--- src/rtl/dispatch_stall_ctrl_if.sv ---
// Handshake bundle between the ID/EX stage and the dispatch stall controller.
// The master side is the pipeline or bench; the slave side is the controller.
interface dispatch_stall_ctrl_if #(
  parameter int ROB_DEPTH  = 16,
  parameter int RS_DEPTH   = 8,
  parameter int LSQ_DEPTH  = 8,
  parameter int PREG_AVAIL = 32
);
  localparam int ROB_W  = $clog2(ROB_DEPTH + 1);
  localparam int RS_W   = $clog2(RS_DEPTH + 1);
  localparam int LSQ_W  = $clog2(LSQ_DEPTH + 1);
  localparam int PREG_W = $clog2(PREG_AVAIL + 1);

  logic              inst_valid_i;
  logic [6:0]        opcode_i;
  logic              regWrite_i;
  logic [4:0]        destReg_i;
  logic              memRead_i;
  logic              memWrite_i;
  logic              rob_retire_i;
  logic              rs_issue_i;
  logic              lsq_release_i;
  logic              preg_free_i;
  logic              flush_i;
  logic              dispatch_o;
  logic              stall_o;
  logic              flushing_o;
  logic [ROB_W-1:0]  rob_cnt_o;
  logic [RS_W-1:0]   rs_cnt_o;
  logic [LSQ_W-1:0]  lsq_cnt_o;
  logic [PREG_W-1:0] preg_cnt_o;
  logic [15:0]       stall_cnt_o;
  logic              err_o;

  modport master (
    output inst_valid_i, opcode_i, regWrite_i, destReg_i, memRead_i, memWrite_i,
           rob_retire_i, rs_issue_i, lsq_release_i, preg_free_i, flush_i,
    input  dispatch_o, stall_o, flushing_o, rob_cnt_o, rs_cnt_o, lsq_cnt_o,
           preg_cnt_o, stall_cnt_o, err_o
  );

  modport slave (
    input  inst_valid_i, opcode_i, regWrite_i, destReg_i, memRead_i, memWrite_i,
           rob_retire_i, rs_issue_i, lsq_release_i, preg_free_i, flush_i,
    output dispatch_o, stall_o, flushing_o, rob_cnt_o, rs_cnt_o, lsq_cnt_o,
           preg_cnt_o, stall_cnt_o, err_o
  );
endinterface

--- src/rtl/dispatch_stall_ctrl.sv ---
// ID/EX dispatch controller: credit tracking for ROB/RS/LSQ/rename regs, stall generation,
// and a fixed-length flush window after a mispredict or exception.
//
// state   | meaning
// S_RUN   | normal dispatch; stall only on missing credit
// S_FLUSH | recovery window; dispatch blocked, stall forced, down-counter running
module dispatch_stall_ctrl #(
  parameter int ROB_DEPTH    = 16,
  parameter int RS_DEPTH     = 8,
  parameter int LSQ_DEPTH    = 8,
  parameter int PREG_AVAIL   = 32,
  parameter int FLUSH_CYCLES = 2
) (
  input  logic                 clk,
  input  logic                 rstn,
  dispatch_stall_ctrl_if.slave bus
);
  localparam int ROB_W  = $clog2(ROB_DEPTH + 1);
  localparam int RS_W   = $clog2(RS_DEPTH + 1);
  localparam int LSQ_W  = $clog2(LSQ_DEPTH + 1);
  localparam int PREG_W = $clog2(PREG_AVAIL + 1);
  localparam int FW     = (FLUSH_CYCLES > 1) ? $clog2(FLUSH_CYCLES) : 1;

  typedef enum logic {S_RUN, S_FLUSH} state_t;

  state_t            state_q, state_d;
  logic [FW-1:0]     fcnt_q, fcnt_d;
  logic [ROB_W-1:0]  rob_q, rob_d;
  logic [RS_W-1:0]   rs_q, rs_d;
  logic [LSQ_W-1:0]  lsq_q, lsq_d;
  logic [PREG_W-1:0] preg_q, preg_d;
  logic [15:0]       stall_cnt_q, stall_cnt_d;
  logic              err_q, err_d;
  logic              flushing_q, flushing_d;

  logic req, need_lsq, need_preg, ok, dispatch, stall;

  // Credit check uses registered counts only; releases this cycle never grant credit.
  always_comb begin
    req       = bus.inst_valid_i && (bus.opcode_i != 7'h00);
    need_lsq  = bus.memRead_i || bus.memWrite_i;
    need_preg = bus.regWrite_i && (bus.destReg_i != 5'd0);
    ok        = (rob_q < ROB_W'(ROB_DEPTH)) && (rs_q < RS_W'(RS_DEPTH)) &&
                (!need_lsq  || (lsq_q  < LSQ_W'(LSQ_DEPTH))) &&
                (!need_preg || (preg_q < PREG_W'(PREG_AVAIL)));
    dispatch  = rstn && (state_q == S_RUN) && !bus.flush_i && req && ok;
    stall     = rstn && ((state_q == S_FLUSH) || (req && !ok));
  end

  always_comb begin
    state_d     = state_q;
    fcnt_d      = fcnt_q;
    rob_d       = rob_q;
    rs_d        = rs_q;
    lsq_d       = lsq_q;
    preg_d      = preg_q;
    err_d       = err_q;
    stall_cnt_d = stall_cnt_q;

    if ((state_q == S_RUN) && stall && (stall_cnt_q != 16'hFFFF))
      stall_cnt_d = stall_cnt_q + 16'd1;

    if (bus.flush_i) begin
      state_d = S_FLUSH;
      fcnt_d  = FW'(FLUSH_CYCLES - 1);
      rob_d   = '0;
      rs_d    = '0;
      lsq_d   = '0;
      preg_d  = '0;
    end else begin
      if (state_q == S_FLUSH) begin
        if (fcnt_q == '0) state_d = S_RUN;
        else              fcnt_d  = fcnt_q - FW'(1);
      end
      // A release against an empty counter is an underflow: ignore it and flag it.
      if ((bus.rob_retire_i  && rob_q  == '0) || (bus.rs_issue_i  && rs_q   == '0) ||
          (bus.lsq_release_i && lsq_q  == '0) || (bus.preg_free_i && preg_q == '0))
        err_d = 1'b1;
      rob_d  = rob_q  + ROB_W'(dispatch)
                      - ROB_W'(bus.rob_retire_i && (rob_q != '0));
      rs_d   = rs_q   + RS_W'(dispatch)
                      - RS_W'(bus.rs_issue_i && (rs_q != '0));
      lsq_d  = lsq_q  + LSQ_W'(dispatch && need_lsq)
                      - LSQ_W'(bus.lsq_release_i && (lsq_q != '0));
      preg_d = preg_q + PREG_W'(dispatch && need_preg)
                      - PREG_W'(bus.preg_free_i && (preg_q != '0));
    end
    flushing_d = (state_d == S_FLUSH);
  end

  always_ff @(posedge clk or negedge rstn) begin
    if (!rstn) begin
      state_q     <= S_RUN;
      fcnt_q      <= '0;
      rob_q       <= '0;
      rs_q        <= '0;
      lsq_q       <= '0;
      preg_q      <= '0;
      stall_cnt_q <= '0;
      err_q       <= 1'b0;
      flushing_q  <= 1'b0;
    end else begin
      state_q     <= state_d;
      fcnt_q      <= fcnt_d;
      rob_q       <= rob_d;
      rs_q        <= rs_d;
      lsq_q       <= lsq_d;
      preg_q      <= preg_d;
      stall_cnt_q <= stall_cnt_d;
      err_q       <= err_d;
      flushing_q  <= flushing_d;
    end
  end

  assign bus.dispatch_o  = dispatch;
  assign bus.stall_o     = stall;
  assign bus.flushing_o  = flushing_q;
  assign bus.rob_cnt_o   = rob_q;
  assign bus.rs_cnt_o    = rs_q;
  assign bus.lsq_cnt_o   = lsq_q;
  assign bus.preg_cnt_o  = preg_q;
  assign bus.stall_cnt_o = stall_cnt_q;
  assign bus.err_o       = err_q;
endmodule

--- src/flat_wrapper.sv ---
// flat-port wrapper written by rule: the top's interface ports become plain ports
module dispatch_stall_ctrl_flat 
#(
  parameter int ROB_DEPTH    = 16,
  parameter int RS_DEPTH     = 8,
  parameter int LSQ_DEPTH    = 8,
  parameter int PREG_AVAIL   = 32,
  parameter int FLUSH_CYCLES = 2
)
  (clk, rstn, bus_inst_valid_i, bus_opcode_i, bus_regWrite_i, bus_destReg_i, bus_memRead_i, bus_memWrite_i, bus_rob_retire_i, bus_rs_issue_i, bus_lsq_release_i, bus_preg_free_i, bus_flush_i, bus_dispatch_o, bus_stall_o, bus_flushing_o, bus_rob_cnt_o, bus_rs_cnt_o, bus_lsq_cnt_o, bus_preg_cnt_o, bus_stall_cnt_o, bus_err_o);
  dispatch_stall_ctrl_if #(.ROB_DEPTH(ROB_DEPTH), .RS_DEPTH(RS_DEPTH), .LSQ_DEPTH(LSQ_DEPTH), .PREG_AVAIL(PREG_AVAIL)) bus_i ();
  input  logic clk;
  input  logic rstn;
  input wire logic [$bits(bus_i.inst_valid_i)-1:0] bus_inst_valid_i;
  input wire logic [$bits(bus_i.opcode_i)-1:0] bus_opcode_i;
  input wire logic [$bits(bus_i.regWrite_i)-1:0] bus_regWrite_i;
  input wire logic [$bits(bus_i.destReg_i)-1:0] bus_destReg_i;
  input wire logic [$bits(bus_i.memRead_i)-1:0] bus_memRead_i;
  input wire logic [$bits(bus_i.memWrite_i)-1:0] bus_memWrite_i;
  input wire logic [$bits(bus_i.rob_retire_i)-1:0] bus_rob_retire_i;
  input wire logic [$bits(bus_i.rs_issue_i)-1:0] bus_rs_issue_i;
  input wire logic [$bits(bus_i.lsq_release_i)-1:0] bus_lsq_release_i;
  input wire logic [$bits(bus_i.preg_free_i)-1:0] bus_preg_free_i;
  input wire logic [$bits(bus_i.flush_i)-1:0] bus_flush_i;
  output wire logic [$bits(bus_i.dispatch_o)-1:0] bus_dispatch_o;
  output wire logic [$bits(bus_i.stall_o)-1:0] bus_stall_o;
  output wire logic [$bits(bus_i.flushing_o)-1:0] bus_flushing_o;
  output wire logic [$bits(bus_i.rob_cnt_o)-1:0] bus_rob_cnt_o;
  output wire logic [$bits(bus_i.rs_cnt_o)-1:0] bus_rs_cnt_o;
  output wire logic [$bits(bus_i.lsq_cnt_o)-1:0] bus_lsq_cnt_o;
  output wire logic [$bits(bus_i.preg_cnt_o)-1:0] bus_preg_cnt_o;
  output wire logic [$bits(bus_i.stall_cnt_o)-1:0] bus_stall_cnt_o;
  output wire logic [$bits(bus_i.err_o)-1:0] bus_err_o;
  assign bus_i.inst_valid_i = bus_inst_valid_i;
  assign bus_i.opcode_i = bus_opcode_i;
  assign bus_i.regWrite_i = bus_regWrite_i;
  assign bus_i.destReg_i = bus_destReg_i;
  assign bus_i.memRead_i = bus_memRead_i;
  assign bus_i.memWrite_i = bus_memWrite_i;
  assign bus_i.rob_retire_i = bus_rob_retire_i;
  assign bus_i.rs_issue_i = bus_rs_issue_i;
  assign bus_i.lsq_release_i = bus_lsq_release_i;
  assign bus_i.preg_free_i = bus_preg_free_i;
  assign bus_i.flush_i = bus_flush_i;
  assign bus_dispatch_o = bus_i.dispatch_o;
  assign bus_stall_o = bus_i.stall_o;
  assign bus_flushing_o = bus_i.flushing_o;
  assign bus_rob_cnt_o = bus_i.rob_cnt_o;
  assign bus_rs_cnt_o = bus_i.rs_cnt_o;
  assign bus_lsq_cnt_o = bus_i.lsq_cnt_o;
  assign bus_preg_cnt_o = bus_i.preg_cnt_o;
  assign bus_stall_cnt_o = bus_i.stall_cnt_o;
  assign bus_err_o = bus_i.err_o;
  dispatch_stall_ctrl #(.ROB_DEPTH(ROB_DEPTH), .RS_DEPTH(RS_DEPTH), .LSQ_DEPTH(LSQ_DEPTH), .PREG_AVAIL(PREG_AVAIL), .FLUSH_CYCLES(FLUSH_CYCLES)) u_core (.clk(clk), .rstn(rstn), .bus(bus_i));
endmodule
--- config.mk ---
export PLATFORM = sky130hd
export DESIGN_NAME = dispatch_stall_ctrl_flat
export DESIGN_NICKNAME = d
export VERILOG_FILES = /design/src/rtl/dispatch_stall_ctrl_if.sv /design/src/rtl/dispatch_stall_ctrl.sv /design/src/flat_wrapper.sv
export SDC_FILE = /design/constraint.sdc
export NUM_CORES = 1
export LEC_CHECK = 0
export ABC_AREA = 0
export CELL_PAD_IN_SITES_DETAIL_PLACEMENT = 1
export CELL_PAD_IN_SITES_GLOBAL_PLACEMENT = 2
export CORE_MARGIN = 4
export CORE_UTILIZATION = 33
export CTS_BUF_LIST = sky130_fd_sc_hd__clkbuf_2 sky130_fd_sc_hd__clkbuf_4 sky130_fd_sc_hd__clkbuf_8
export DETAILED_ROUTE_END_ITERATION = 10
export GPL_ROUTABILITY_DRIVEN = 1
export PLACE_DENSITY_LB_ADDON = 0.1
export SLEW_MARGIN = 5
export SYNTH_ARGS = -nofsm -noshare
export SYNTH_HDL_FRONTEND = slang
export SYNTH_SLANG_ARGS = --single-unit
--- constraint.sdc ---
create_clock -name clk -period 6.9 [get_ports clk]
set_clock_uncertainty 0.2 [all_clocks]
set_input_delay 1.38 -clock clk [delete_from_list [all_inputs] [get_ports clk]]
set_output_delay 1.38 -clock clk [all_outputs]
set_load 0.02 [all_outputs]
# After elaboration in Yosys (flattened, before gate mapping)
# Index checks and enable logic that the tools add are counted.
# word_totals
reg_bits	38
input_bits	23
# op_classes
addsub	10
order_cmp	4
n_eq_ne	1
mux	10
bitwise_logic	2
reduce_logical	46
# ops
op	count
1-bit logical AND	23
16-bit by 1-bit adder with 16-bit output, second input constant	1
16-bit inequality test, second input constant	1
5-bit nonzero test	2
4-bit by 1-bit adder with 4-bit output	2
4-bit zero test	2
4-bit less-than comparator, second input constant	2
4-bit two-way mux	2
4-bit nonzero test	2
4-bit by 1-bit subtractor with 4-bit output	2
1-bit logical OR	7
7-bit nonzero test	1
6-bit by 1-bit adder with 6-bit output	1
6-bit zero test	1
6-bit less-than comparator, second input constant	1
1-bit two-way mux	6
6-bit two-way mux	1
6-bit nonzero test	1
6-bit by 1-bit subtractor with 6-bit output	1
5-bit by 1-bit adder with 5-bit output	1
5-bit zero test	1
5-bit less-than comparator, second input constant	1
5-bit two-way mux	1
5-bit by 1-bit subtractor with 5-bit output	1
5 further kinds	9

# Longest topological paths before layout
# Gate-level depths: netlist (run 1).
# depth
depth_word	11
ltp_mapped	14

# Least setup slack after synthesis (run 1)
# Ideal clock, no wire load.
# synth_path
path_type	in2out
from	in bus_destReg_i[1]
to	out bus_dispatch_o
arrival_ps	2421
slack_ps	2899
cell_stages	5
path_cell_list	nor3_1 a21oi_1 or2_2 nand3b_1 inv_1
# synth_between
elab_chain_len	6
# synth_lines
element	line_no	text
from (decl)	flat_wrapper.sv:17	input wire logic [$bits(bus_i.destReg_i)-1:0] bus_destReg_i;
5-bit nonzero test	dispatch_stall_ctrl.sv:42	need_preg = bus.regWrite_i && (bus.destReg_i != 5'd0);
1-bit logical AND	dispatch_stall_ctrl.sv:42	
1-bit zero test	dispatch_stall_ctrl.sv:45	(!need_preg || (preg_q < PREG_W'(PREG_AVAIL)));
1-bit logical OR	dispatch_stall_ctrl.sv:45	
1-bit logical AND	dispatch_stall_ctrl.sv:44	(!need_lsq || (lsq_q < LSQ_W'(LSQ_DEPTH))) &&
1-bit logical AND	dispatch_stall_ctrl.sv:46	dispatch = rstn && (state_q == S_RUN) && !bus.flush_i && req && ok;
to (decl)	flat_wrapper.sv:25	output wire logic [$bits(bus_i.dispatch_o)-1:0] bus_dispatch_o;
# Every way passes these cells.

# Final worst setup path (run 1)
# Ends and elaborated chain as after synthesis.

==> metrics.md, run 1 <==
| Metric | Value |
|---|---|
| Most frequent cells after synthesis | sky130_fd_sc_hd__dfrtp_1 (38), sky130_fd_sc_hd__inv_1 (30), sky130_fd_sc_hd__ha_1 (25), sky130_fd_sc_hd__nor2_1 (21), sky130_fd_sc_hd__xor2_1 (17) |
| Arr. time, crit path | 3520 ps |
| Share of layout cells above drive strength 1 | 4.95% |
| Initial antenna violation count | 0 |
| Required time of the worst setup path | 5320 ps |
| Asr flop ratio synth | 100% |
| Via density per instance | 4.65 |
| Final hold violation count | 0 |
| Placed Instance Area | 0.00303 mm2 |
| Most area-hungry cell type in the Yosys netlist | sky130_fd_sc_hd__dfrtp_1 |
| Num Clock Sinks | 38 |
| Most used DFF post-synth | sky130_fd_sc_hd__dfrtp_1 |
| Gr usage total | 14.8% |
| RR Startpoint | u_core.bus.rob_cnt_o[4]$_DFF_PN0_ |
| Clock tree root driver cell | sky130_fd_sc_hd__clkbuf_8 |
| IO Pins | 62 |
| Syn avg cell area | 9.79 um2 |
| Max Fclk | 196 MHz |
| Via count of the first global-routing pass | 2,058 |
| Wire length of the first global-routing pass | 10,100 um |
| Count of buffers added by post-CTS timing repair for setup | 0 |
| CTS tree | done |
| Quantity of I/O buffers inserted on ports | 61 |
| Cell with the most instances after synthesis | sky130_fd_sc_hd__dfrtp_1 |
| Post-cts resize count | 0 |
| Post-synthesis to final-layout area growth | 34.6% |
| Count of flip-flops with a built-in enable after synthesis | 0 |
| Setup CP Type | input port to output port |
| Wire length per cell | 14.6 um |
| Area contributors post-synth | sky130_fd_sc_hd__dfrtp_1 (41%), sky130_fd_sc_hd__ha_1 (13%), sky130_fd_sc_hd__xor2_1 (6.4%), sky130_fd_sc_hd__inv_1 (4.9%), sky130_fd_sc_hd__fa_1 (3.5%) |
| Fin. max-slew vios | 0 |
| Setup crit start | bus_destReg_i[1] |
| Clock latency reported for the late side of the worst-skew pair | 290 ps |
| Number of nets with antenna violations after routing | 0 |
| Number of nets in the final layout | 354 |
| H-tree depth reported by CTS | 2 |
| Setup crit start kind | input port |
| Post-layout instance area | 0.00312 mm2 |
| Number of core rows | 30 |
| Cts bufs inserted | 5 |
| Cell variety after synth | 34 |
| Period minus WS final | 5100 ps |
| Sequential share of the synthesized area | 41.0% |
| Cts hold-fix bufs | 0 |
| Setup violation total in the final timing report | 0 |
| Run status | finished, final reports clean |
| Total negative slack | 0 ps |
| Nature of the critical path endpoint | output port |
| Clock transition at the registers of the reported paths | 80 ps |
| Maximum vdd ir drop | 0.000151 V |
| Cells after synthesis | 237 |
| Tcrit/Tclk final | 73.9% |
| Largest net degree at the start of global routing | 40 |
| Area fraction of the dominant cell type after synthesis | 41.0% |
| Max-Slew Margin vs Limit | 45.8% |
| Synthesized netlist net count | 289 |
| Count of unresolved DRC violations after routing | 0 |
| Final hold slack | 287 ps |
| Max-cap violation count | 0 |
| Number of standard cells in the final layout excluding fillers | 399 |
| Diodes inserted | 0 |
| Slew of the pin with the lowest slew margin | 810 ps |
| Detailed Routing Iterations Pass 1 | 4 |
| CORE AREA | 0.00683 mm2 |
| Hold WC Path Type | flip-flop to flip-flop |
| Leakage dissipation | 0.00144 uW |
| Placed Cells incl. Taps | 391 |
| Gr ovfl total | 0 |
| Post-Route WL | 5830 um |
| Post-synthesis cell area | 0.00232 mm2 |
| Die X-Extent | 91.9 um |
| Maximum fanout along the worst path | 5 |
| Die area | 0.00844 mm2 |
| Final weighted congestion in routability-driven placement | 0.748 |
| Estimated wirelength of the detail-placed design | 4480 um |
| Setup repair after global routing missed its margin | false |
| Yosys reg bits | 38 |
| Starting Density | 34.0% |
| Die outline height | 91.9 um |
| CTS max path bufs | 2 |
| Power density relative to cell area | 378 mW/mm2 |
| Vias | 1,857 |
| Hold path startpoint | u_core.fcnt_q$_DFFE_PN0P_ |
| Drt first-iter violations | 42 |
| Yosys warning total | 0 |
-- layer usage --
| metal | track usage (%) | vias to the layer above | part of all wire, % |
|---|---|---|---|
| met5 | 0 | - | 0 |
| met4 | 4.83 | 0 | 1.1 |
| met3 | 4.10 | 7 | 6.0 |
| met2 | 21.3 | 47 | 41 |
| met1 | 21.3 | 885 | 51 |
| li1 | - | 918 | - |
-- power breakdown --
part	internal (uW)	total [uW]	switching, uW
Sequential	284	341	57.1
Clock	80.4	165	84.2
Combinational	328	674	346
Total	692	1180	487
-- state kept, by name, summed over array words and instances, names as in the netlist --
register / count
u_core.bus.rs_cnt_o: 4
u_core.bus.stall_cnt_o: 16
u_core.bus.preg_cnt_o: 6
u_core.bus.err_o: 1
u_core.bus.rob_cnt_o: 5
u_core.fcnt_q: 1
u_core.state_q: 1
u_core.bus.lsq_cnt_o: 4
-- per-stage QoR --
stage	total power, uW	util [%]	worst slack, ps
CTS	1200	45.7	1730
finish	1180	45.7	1800
floorplan	782	-	2900
global route	1300	45.7	1610
detailed placement	1030	44.3	1740
global placement	1010	44.3	1790
-- cell families (layout without fill, tap and decap cells) --
| kind of cell | after synthesis | count (layout) | synth area share, % |
|---|---|---|---|
| DFF | 38 | 38 | 41.0 |
| and+or+nand+nor | 87 | 87 | 20.0 |
| adders and majority gates | 29 | 29 | 16.9 |
| buffers and inverters | 34 | 100 | 5.98 |
| AOI/OAI and AO/OA | 23 | 23 | 6.20 |
| muxes | 1 | 1 | 0.485 |
| xor gates and xnor gates | 25 | 25 | 9.43 |
-- critical path: stages --
cell                              delay [ps]
sky130_fd_sc_hd__clkdlybuf4s50_1         400
sky130_fd_sc_hd__nor3_1                  260
sky130_fd_sc_hd__a21oi_1                 150
sky130_fd_sc_hd__or2_2                   320
sky130_fd_sc_hd__nand3b_1                290
sky130_fd_sc_hd__inv_1                   110
sky130_fd_sc_hd__clkdlybuf4s50_1         600
-- area by class of cell --
cell class	count	area (um2)
clock buffer	6	82.6
clock inverter	2	12.5
fill	805	3710
inverter	30	113
multi-input combinational	165	1230
sequential	38	951
tap	96	120
timing repair buffer	62	613
-- cells in the final DEF, fill, tap and decap left out, drive strengths merged --
cell type | Yosys | routed
clkdlybuf4s50 | 0 | 60
dfrtp | 38 | 38
inv | 30 | 30
ha | 25 | 25
nor2 | 21 | 21
xor2 | 17 | 17
nor3 | 13 | 13
nor2b | 12 | 12
nand2 | 11 | 11
a21oi | 9 | 9
xnor2 | 8 | 8
nand3 | 7 | 7
clkbuf | 2 | 6
nor4 | 5 | 5
nand4 | 5 | 5
a21o | 4 | 4
fa | 4 | 4
o21ai | 4 | 4
nor4b | 3 | 3
or2 | 3 | 3
nand3b | 2 | 2
nor3b | 2 | 2
a31oi | 2 | 2
o21bai | 2 | 2
buf | 2 | 2
and3 | 1 | 1
or4 | 1 | 1
or3 | 1 | 1
a22o | 1 | 1
a221oi | 1 | 1
mux2 | 1 | 1
clkinv | 0 | 1
clkinvlp | 0 | 1
-- path summary, 6_finish.rpt --
kind / endpoint / slack (ps) / cells past startpoint
max in group asynchronous: u_core.bus.rob_cnt_o[3]$_DFF_PN0_ / 5130 / 2
worst min-delay path: u_core.state_q$_DFF_PN0_ / 290 / 2
worst max register to register: u_core.bus.rob_cnt_o[4]$_DFF_PN0_ / 3690 / 14
worst min register to register: u_core.state_q$_DFF_PN0_ / 290 / 2
min in group asynchronous: u_core.bus.rs_cnt_o[1]$_DFF_PN0_ / 1020 / 2
worst max-delay path: bus_dispatch_o / 1800 / 7
No activity file was read; power rests on OpenSTA's default activity.
==> run 2, diff against run 1 <==
--- a/config.mk
+++ b/config.mk
@@ -9,7 +9,7 @@
 export CELL_PAD_IN_SITES_DETAIL_PLACEMENT = 1
 export CELL_PAD_IN_SITES_GLOBAL_PLACEMENT = 2
 export CORE_MARGIN = 4
-export CORE_UTILIZATION = 33
+export CORE_UTILIZATION = 30
 export CTS_BUF_LIST = sky130_fd_sc_hd__clkbuf_2 sky130_fd_sc_hd__clkbuf_4 sky130_fd_sc_hd__clkbuf_8
 export DETAILED_ROUTE_END_ITERATION = 10
 export GPL_ROUTABILITY_DRIVEN = 1
==> constraint.sdc (replaced) <==
create_clock -name clk -period 4.8 [get_ports clk]
set_clock_uncertainty 0.2 [all_clocks]
set_input_delay 0.96 -clock clk [delete_from_list [all_inputs] [get_ports clk]]
set_output_delay 0.96 -clock clk [all_outputs]
set_load 0.02 [all_outputs]
==> metrics.md, run 2 (same netlist as run 1, synthesis figures left out) <==
| Metric | Value |
|---|---|
| Arr. time, crit path | 3150 ps (was 3520 ps) |
| CTS max path bufs | 2 (unchanged) |
| Via density per instance | 4.67 (was 4.65) |
| Number of stages on the worst hold path | 1 (was 2) |
| Setup repair after global routing missed its margin | false (unchanged) |
| Power density relative to cell area | 548 mW/mm2 (was 378 mW/mm2) |
| Clock transition at the registers of the reported paths | 80 ps (about the same) |
| Nature of the critical path endpoint | output port (unchanged) |
| Hold WC Path Type | flip-flop to flip-flop (unchanged) |
| Count of buffers added by post-CTS timing repair for setup | 0 (unchanged) |
| Post-synthesis to final-layout area growth | 35.8% (was 34.6%) |
| Count of unresolved DRC violations after routing | 0 (unchanged) |
| Diodes inserted | 0 (unchanged) |
| Starting Density | 31.5% (was 34.0%) |
| Initial antenna violation count | 0 (unchanged) |
| RR Startpoint | u_core.bus.rob_cnt_o[4]$_DFF_PN0_ (unchanged) |
| Largest net degree at the start of global routing | 40 (unchanged) |
| Leakage dissipation | 0.00144 uW (about the same) |
| Wire length per cell | 14.5 um (was 14.6 um) |
| Hold path startpoint | u_core.bus.err_o$_DFFE_PN0P_ (was u_core.fcnt_q$_DFFE_PN0P_) |
| Via count of the first global-routing pass | 2,038 (was 2,058) |
| Maximum fanout along the worst path | 5 (unchanged) |
| Number of flip-flops under the largest register name | 16 (unchanged) |
| Most frequent cells in the layout | sky130_fd_sc_hd__clkdlybuf4s50_1 (60), sky130_fd_sc_hd__dfrtp_1 (38), sky130_fd_sc_hd__inv_1 (30), sky130_fd_sc_hd__ha_1 (25), sky130_fd_sc_hd__nor2_1 (21) (unchanged) |
| Gr ovfl total | 0 (unchanged) |
| Most common cell after layout, fill and taps aside | sky130_fd_sc_hd__clkdlybuf4s50_1 (unchanged) |
| Share of total power in combinational logic | 55.6% (was 57.1%) |
| Clock tree root driver cell | sky130_fd_sc_hd__clkbuf_8 (unchanged) |
| Die outline height | 96.0 um (was 91.9 um) |
| Max Fclk | 232 MHz |
| Estimated wirelength of the detail-placed design | 4510 um (was 4480 um) |
| Wire length of the first global-routing pass | 9890 um (was 10,100 um) |
| Detailed Routing Iterations Pass 1 | 3 (was 4) |
| Number of nets with antenna violations after routing | 0 (unchanged) |
| Quantity of I/O buffers inserted on ports | 61 (unchanged) |
| Post-Route WL | 5850 um (was 5830 um) |
| Max-cap violation count | 0 (unchanged) |
| Final weighted congestion in routability-driven placement | 0.759 (was 0.748) |
| Num Clock Sinks | 38 (unchanged) |
| H-tree depth reported by CTS | 2 (unchanged) |
| Period minus WS final | 4310 ps |
| Cells on worst reg2reg path | 14 (unchanged) |
| Post-cts resize count | 0 (unchanged) |
| Cts hold-fix bufs | 0 (unchanged) |
| Clock latency reported for the late side of the worst-skew pair | 300 ps (was 290 ps) |
| Setup slack on the worst flop-to-flop path | 1480 ps (was 3690 ps) |
| Gr usage total | 13.9% (was 14.8%) |
| Slew of the pin with the lowest slew margin | 667 ps (was 810 ps) |
| Final hold violation count | 0 (unchanged) |
| Run status | finished, final reports clean (unchanged) |
| Share of layout cells above drive strength 1 | 5.26% (was 4.95%) |
| Switching power of the nets | 694 uW (was 487 uW) |
| Drt first-iter violations | 38 (was 42) |
| CORE AREA | 0.00737 mm2 (was 0.00683 mm2) |
| Die area | 0.00921 mm2 (was 0.00844 mm2) |
| Internal | 1030 uW (was 692 uW) |
| Number of core rows | 31 (was 30) |
| Tcrit/Tclk final | 89.8% |
| Hold Path Sink | u_core.bus.err_o$_DFFE_PN0P_ (was u_core.state_q$_DFF_PN0_) |
| Cts bufs inserted | 5 (unchanged) |
| Sequential cell fraction of total power | 28.3% (was 28.9%) |
| Total negative slack | 0 ps (unchanged) |
| Layout Utilization | 42.8% (was 45.7%) |
| Required time of the worst setup path | 3640 ps (was 5320 ps) |
| Proportion of total power due to net switching | 40.2% (was 41.3%) |
| Number of nets in the final layout | 355 (was 354) |
| Portion of total power attributed to the clock network | 16.1% (was 14.0%) |
| IO Pins | 62 (unchanged) |
| RR Endpoint | u_core.bus.rob_cnt_o[4]$_DFF_PN0_ (unchanged) |
| Setup CP Type | input port to output port (unchanged) |
| Die X-Extent | 96.0 um (was 91.9 um) |
| Max-Slew Margin vs Limit | 55.5% (was 45.8%) |
| Setup crit start kind | input port (unchanged) |
| Setup violation total in the final timing report | 0 (unchanged) |
| Maximum vdd ir drop | 0.000254 V (was 0.000151 V) |
| CTS tree | done (unchanged) |
| Fin. max-slew vios | 0 (unchanged) |
| Vias | 1,882 (was 1,857) |
-- run 2: cell count changes in the layout (fill, tap and decap cells not counted), sizes merged --
cell and change:
buf +1, clkinvlp +1, bufinv +1, clkinv -1, clkbuf -1
-- run 2: area by class of cell --
class | count | area, um2
well taps | 99 | 124
flip-flops and latches | 38 | 951
multi-input cells | 165 | 1230
inverters | 30 | 113
clock inverters | 3 | 45.0
fillers | 854 | 4220
repair buffers | 63 | 621
clock buffers | 5 | 68.8
-- run 2: critical path: stages --
cell and delay (ps):
sky130_fd_sc_hd__clkdlybuf4s50_1 400, sky130_fd_sc_hd__nor3_1 250, sky130_fd_sc_hd__a21oi_1 150, sky130_fd_sc_hd__or2_2 320
sky130_fd_sc_hd__nand3b_1 330, sky130_fd_sc_hd__inv_1 120, sky130_fd_sc_hd__clkdlybuf4s50_1 610
-- run 2: stage by stage --
| stage | hold WS [ps] | setup WS, ps | total power (uW) | instance area [um2] | instances |
|---|---|---|---|---|---|
| after floorplan | 249 | 1270 | 1120 | 2320 | 237 |
| after global placement | 258 | 481 | 1450 | 3040 | 395 |
| after detailed placement | 275 | 435 | 1480 | 3040 | 395 |
| after CTS | 298 | 434 | 1770 | 3150 | 403 |
| after global routing | 320 | 295 | 1910 | 3150 | 403 |
| final | 284 | 491 | 1730 | 3150 | 403 |
-- run 2: power by group through the flow --
stage	sequential, uW	combinational (uW)	clock [uW]
after floorplan	584	540	0
after CTS	494	983	294
after detailed placement	499	977	0
after global placement	501	947	0
after global routing	509	1100	307
final	489	960	279
-- run 2: how the worst max path moves through the flow --
stage / startpoint / end / slack [ps] / depth (start not counted)
2_1_floorplan: bus_destReg_i[1] / u_core.bus.rob_cnt_o[4]$_DFF_PN0_ / 1270 / 14
3_3_place_gp: bus_destReg_i[1] / bus_dispatch_o / 480 / 7
3_5_place_dp: bus_destReg_i[1] / u_core.bus.rob_cnt_o[4]$_DFF_PN0_ / 430 / 15
4_1_cts: bus_destReg_i[1] / bus_dispatch_o / 430 / 7
5_1_grt: bus_destReg_i[1] / bus_dispatch_o / 300 / 7
6_report: bus_destReg_i[1] / bus_dispatch_o / 490 / 7
-- run 2: metal layers --
metal | GRT usage (%) | vias up | routed length (um)
met4 | 4.62 | 0 | 59
met1 | 17.6 | 913 | 2670
li1 | - | 925 | -
met2 | 23.1 | 40 | 2800
met3 | 3.36 | 4 | 306
met5 | 0 | - | 0
